File: src/rtl/seq_gen.sv
// seq_gen: serial pattern generator.
// Accepts a PAT_W-bit pattern, repeat count and inter-frame gap through a
// valid/ready start handshake, then shifts the pattern out MSB-first, one bit
// per clock, on dout qualified by dout_en. All outputs except start_ready are
// registered; the next-cycle output values are derived from the next state so
// that the first pattern bit appears in the cycle right after the accept edge.

module seq_gen #(
  parameter int PAT_W = 5,
  parameter int CNT_W = 8,
  parameter int GAP_W = 4
) (
  input  logic             clk,
  input  logic             rst,
  input  logic             start_valid,
  output logic             start_ready,
  input  logic [PAT_W-1:0] pattern,
  input  logic [CNT_W-1:0] repeat_num,
  input  logic [GAP_W-1:0] gap,
  input  logic             abort,
  output logic             dout,
  output logic             dout_en,
  output logic             frame_start,
  output logic             busy,
  output logic             done
);

  localparam int IDX_W = (PAT_W > 1) ? $clog2(PAT_W) : 1;
  localparam logic [IDX_W-1:0] IDX_TOP = IDX_W'(PAT_W - 1);

  typedef enum logic [1:0] {
    IDLE = 2'd0,
    SEND = 2'd1,
    GAP  = 2'd2,
    DONE = 2'd3
  } state_t;

  state_t             state_r,  state_nx;
  logic [PAT_W-1:0]   shadow_r, shadow_nx;
  logic [IDX_W-1:0]   idx_r,    idx_nx;
  logic [CNT_W-1:0]   rem_r,    rem_nx;
  logic [GAP_W-1:0]   gap_r,    gap_nx;
  logic [GAP_W-1:0]   gcnt_r,   gcnt_nx;
  logic               load_s;
  logic               dout_nx;
  logic               dout_en_nx;
  logic               frame_start_nx;
  logic               busy_nx;
  logic               done_nx;

  // Handshake readiness is decoded straight from the state register.
  assign start_ready = (state_r == IDLE) || (state_r == DONE);

  // Next-state, next-counter and next-output computation.
  always_comb begin
    state_nx  = state_r;
    shadow_nx = shadow_r;
    idx_nx    = idx_r;
    rem_nx    = rem_r;
    gap_nx    = gap_r;
    gcnt_nx   = gcnt_r;
    load_s    = 1'b0;

    case (state_r)
      IDLE: begin
        // abort is a no-op in IDLE, so a concurrent start is still taken
        if (start_valid) begin
          load_s = 1'b1;
        end else begin
          state_nx = IDLE;
        end
      end
      SEND: begin
        if (abort) begin
          state_nx = IDLE;
        end else if (idx_r == {IDX_W{1'b0}}) begin
          if (rem_r > CNT_W'(1)) begin
            rem_nx = rem_r - CNT_W'(1);
            if (gap_r != {GAP_W{1'b0}}) begin
              state_nx = GAP;
              gcnt_nx  = gap_r;
            end else begin
              idx_nx = IDX_TOP;
            end
          end else begin
            state_nx = DONE;
          end
        end else begin
          idx_nx = idx_r - IDX_W'(1);
        end
      end
      GAP: begin
        if (abort) begin
          state_nx = IDLE;
        end else if (gcnt_r == GAP_W'(1)) begin
          state_nx = SEND;
          idx_nx   = IDX_TOP;
        end else begin
          gcnt_nx = gcnt_r - GAP_W'(1);
        end
      end
      DONE: begin
        // abort outranks a start arriving in the done slot
        if (abort) begin
          state_nx = IDLE;
        end else if (start_valid) begin
          load_s = 1'b1;
        end else begin
          state_nx = IDLE;
        end
      end
      default: begin
        state_nx = IDLE;
      end
    endcase

    if (load_s) begin
      state_nx  = SEND;
      shadow_nx = pattern;
      idx_nx    = IDX_TOP;
      rem_nx    = (repeat_num == {CNT_W{1'b0}}) ? CNT_W'(1) : repeat_num;
      gap_nx    = gap;
    end else begin
      shadow_nx = shadow_nx;
    end

    dout_en_nx     = (state_nx == SEND);
    dout_nx        = dout_en_nx ? shadow_nx[idx_nx] : 1'b0;
    frame_start_nx = dout_en_nx && (idx_nx == IDX_TOP);
    busy_nx        = (state_nx == SEND) || (state_nx == GAP);
    done_nx        = (state_nx == DONE);
  end

  // State, counters and registered outputs; rst returns everything to idle.
  always_ff @(posedge clk) begin
    if (rst) begin
      state_r     <= IDLE;
      shadow_r    <= {PAT_W{1'b0}};
      idx_r       <= {IDX_W{1'b0}};
      rem_r       <= {CNT_W{1'b0}};
      gap_r       <= {GAP_W{1'b0}};
      gcnt_r      <= {GAP_W{1'b0}};
      dout        <= 1'b0;
      dout_en     <= 1'b0;
      frame_start <= 1'b0;
      busy        <= 1'b0;
      done        <= 1'b0;
    end else begin
      state_r     <= state_nx;
      shadow_r    <= shadow_nx;
      idx_r       <= idx_nx;
      rem_r       <= rem_nx;
      gap_r       <= gap_nx;
      gcnt_r      <= gcnt_nx;
      dout        <= dout_nx;
      dout_en     <= dout_en_nx;
      frame_start <= frame_start_nx;
      busy        <= busy_nx;
      done        <= done_nx;
    end
  end

endmodule

File: config.mk
export PLATFORM = sky130hd
export DESIGN_NAME = seq_gen
export DESIGN_NICKNAME = d
export VERILOG_FILES = /design/src/rtl/seq_gen.sv
export SDC_FILE = /design/constraint.sdc
export NUM_CORES = 1
export LEC_CHECK = 0
export BUFFER_PORTS_ARGS = -buffer_cell sky130_fd_sc_hd__buf_2
export CORE_MARGIN = 2
export CORE_UTILIZATION = 45
export DETAILED_ROUTE_END_ITERATION = 12
export PLACE_DENSITY = 0.77
export SYNTH_ARGS = -nofsm -noshare
export SYNTH_HDL_FRONTEND = slang
export SYNTH_SLANG_ARGS = --single-unit
File: constraint.sdc
create_clock -name clk -period 2 [get_ports clk]
set_input_delay 0.1 -clock clk [delete_from_list [all_inputs] [get_ports clk]]
set_output_delay 0.1 -clock clk [all_outputs]
set_load 0.1 [all_outputs]
==> results.ini <==
[pwr]
power.density_nw_per_um2 = 692
p_leak_nw = 1.11
total_power_mw = 1.85
peakVddDrop_v = 0.000480

[timing]
rsz0062_at_grt = yes
clock_skew_ps = 7.31
post-route-period-util_pct = 108
setup_viol = 4
hold_violations = 0
setup_tns_ps = -423
slew_violations = 0
relSlewSlack_pct = 67.7
tightest_slew_ps = 487
fin_crit_ps = 2170
finalWorstSetupSlack_ps = -168
whs_ps = 47.8
max_freq_ghz = 0.461

[detailed_routing]
firstDrtPassIters = 4
drc = 0
routedWlPerCell_um = 15.4
viasPerCell = 5.54
vias = 1906
antenna_left = 0
drt-total-wl_mm = 5.29
dr.first_iter.drc_count = 136

[yosys]
synth_area_per_cell_um2 = 8.05
ys_seq_area_share_pct = 33.4
ys_warn_count = 0
syn_inst = 231
synth-edff-count = 0
async_flop_share_pct = 0
netlist_area_um2 = 1860
ys.flop_type = dfxtp_1
ys_seq_elements = 31
synth_fp_nets = 265
netlist-cell-type-count = 53

[floorplanning]
rows = 23
die_height_um = 68.3
initial_utilization_pct = 46.5
core_area_um2 = 4000
die-area_um2 = 4660
io_pins = 27
die_w_um = 68.3

[cts]
clock_tree.buffer_depth = 2
cts_root_buffer = clkbuf_8
cts_sinks = 31
cts_tree = yes
clock_latency_ps = 290
cts_inserted_buffers = 5
htreeDepth = 2
clkSlewWorstSetupHoldPaths_ps = 60

[setup_path]
crit_type = flip-flop to flip-flop
crit_required_ps = 2190
crit_path_end_kind = flip-flop
worstPathMaxFanout = 3
r2r_cells = 8
startpoint_type = flip-flop
arrival_ps = 2350

[layout]
antenna_cells = 0
layout_commonest_cell = buf_4
multiInputGateArea_um2 = 1350
nets = 327
seqCellArea_um2 = 631
final_cell_mix = 36 x buf_4, 29 x nand2_1, 28 x nor2_1
fillers = 318
area_delta_synth_final_pct = 43.4
drive_gt1_share_pct = 44.9

[global_routing]
grt_pass1_wl_mm = 8.30
grt_overflow_total = 0
grt_max_degree = 27
grt_antenna_before_repair = 0
grt_pass1_vias = 1788
grt_usage_pct = 24.2

[status]
status = complete, but fails checks
violations = negative setup slack

[hold_path]
hold_depth = 3
worstHoldPathType = input port to flip-flop

[placed_design]
dpl.hpwl_mm = 3.42
port_buffers = 26
gp_congestion = 0.879

[run]
drv_cap = 0

## final cells by class
cell class / instances / area share [%]
clock buffer: 8 / 3.75
inverter: 17 / 2.63
multi-input combinational: 171 / 50.5
sequential: 31 / 23.6
tap: 50 / 2.35
timing repair buffer: 67 / 17.1
## logic make-up after synthesis
kind of cell | after synthesis | synth area share, %
adder cells (fa/ha/maj) | 13 | 8.74
AO/OA/AOI/OAI | 60 | 24.5
AND/OR/NAND/NOR | 91 | 23.5
buffers and inverters | 29 | 6.66
XOR/XNOR | 7 | 3.30
flip-flops | 31 | 33.4
## registers in the layout (all words and copies together), names as in the netlist
register     count
done             1
gap_r            4
frame_start      1
gcnt_r           4
state_r          2
rem_r            8
shadow_r         5
dout_en          1
dout             1
idx_r            3
busy             1
## Yosys cell counts (3+ instances only)
cell type,number,area share (%)
nor3_1,5,1.3
a21oi_1,15,4.0
dfxtp_1,31,33
nand3_1,4,1.1
o211ai_1,4,1.6
o21ai_0,6,1.6
inv_1,17,3.4
nor2_1,30,6.1
xor2_1,4,1.9
buf_2,3,0.81
nor2b_1,5,1.7
nand2_1,31,6.3
nor4_1,4,1.3
xnor2_1,3,1.4
a21o_1,3,1.2
clkbuf_1,6,1.2
a211oi_1,7,2.8
ha_1,13,8.7
## critical path, stage by stage (launching register included)
cell and delay (ps):
dfxtp_2 320, or4_4 580, nor3_4 140, o2bb2ai_1 130
o2bb2ai_1 160, a221o_1 290, ha_4 170, nand2_4 50
a311oi_2 220
## where the power goes
group / internal (mW) / switching, mW / leakage [nW]
Sequential: 0.666 / 0.0347 / 0.257
Combinational: 0.243 / 0.351 / 0.799
Clock: 0.314 / 0.237 / 0.0515
## per-layer routing
metal | wire (um) | up-vias | GRT usage, %
li1 | - | 939 | -
met1 | 2250 | 913 | 29.7
met2 | 2750 | 46 | 41.0
met3 | 205 | 8 | 3.95
met4 | 78 | 0 | 11.3
met5 | 0 | - | 0
## final timing paths
| path | slack (ps) | to | start |
|---|---|---|---|
| max | -170 | dout | rem_r[3] |
| min | 50 | shadow_r[1] | pattern[1] |
| max reg2reg | -170 | dout | rem_r[3] |
| min reg2reg | 460 | shadow_r[0] | shadow_r[0] |
## through the flow
stage	setup WS, ps	area [um^2]	utilization [%]	std cells
after floorplan	-264	1920	-	231
after global placement	-186	2320	58.1	334
after detailed placement	-214	2320	58.1	334
after CTS	-65.0	2550	63.7	344
after global routing	-230	2670	66.7	344
final	-168	2670	66.7	344
## repair_timing
action / 4_1_cts / 5_1_grt
hold buffers: 0 / 0
setup endpoints to repair: 12 / 19
pin swaps: 19 / 18
gates resized for setup: 28 / 30
setup buffers: 4 / 0
(Power assumes the default switching activity.)
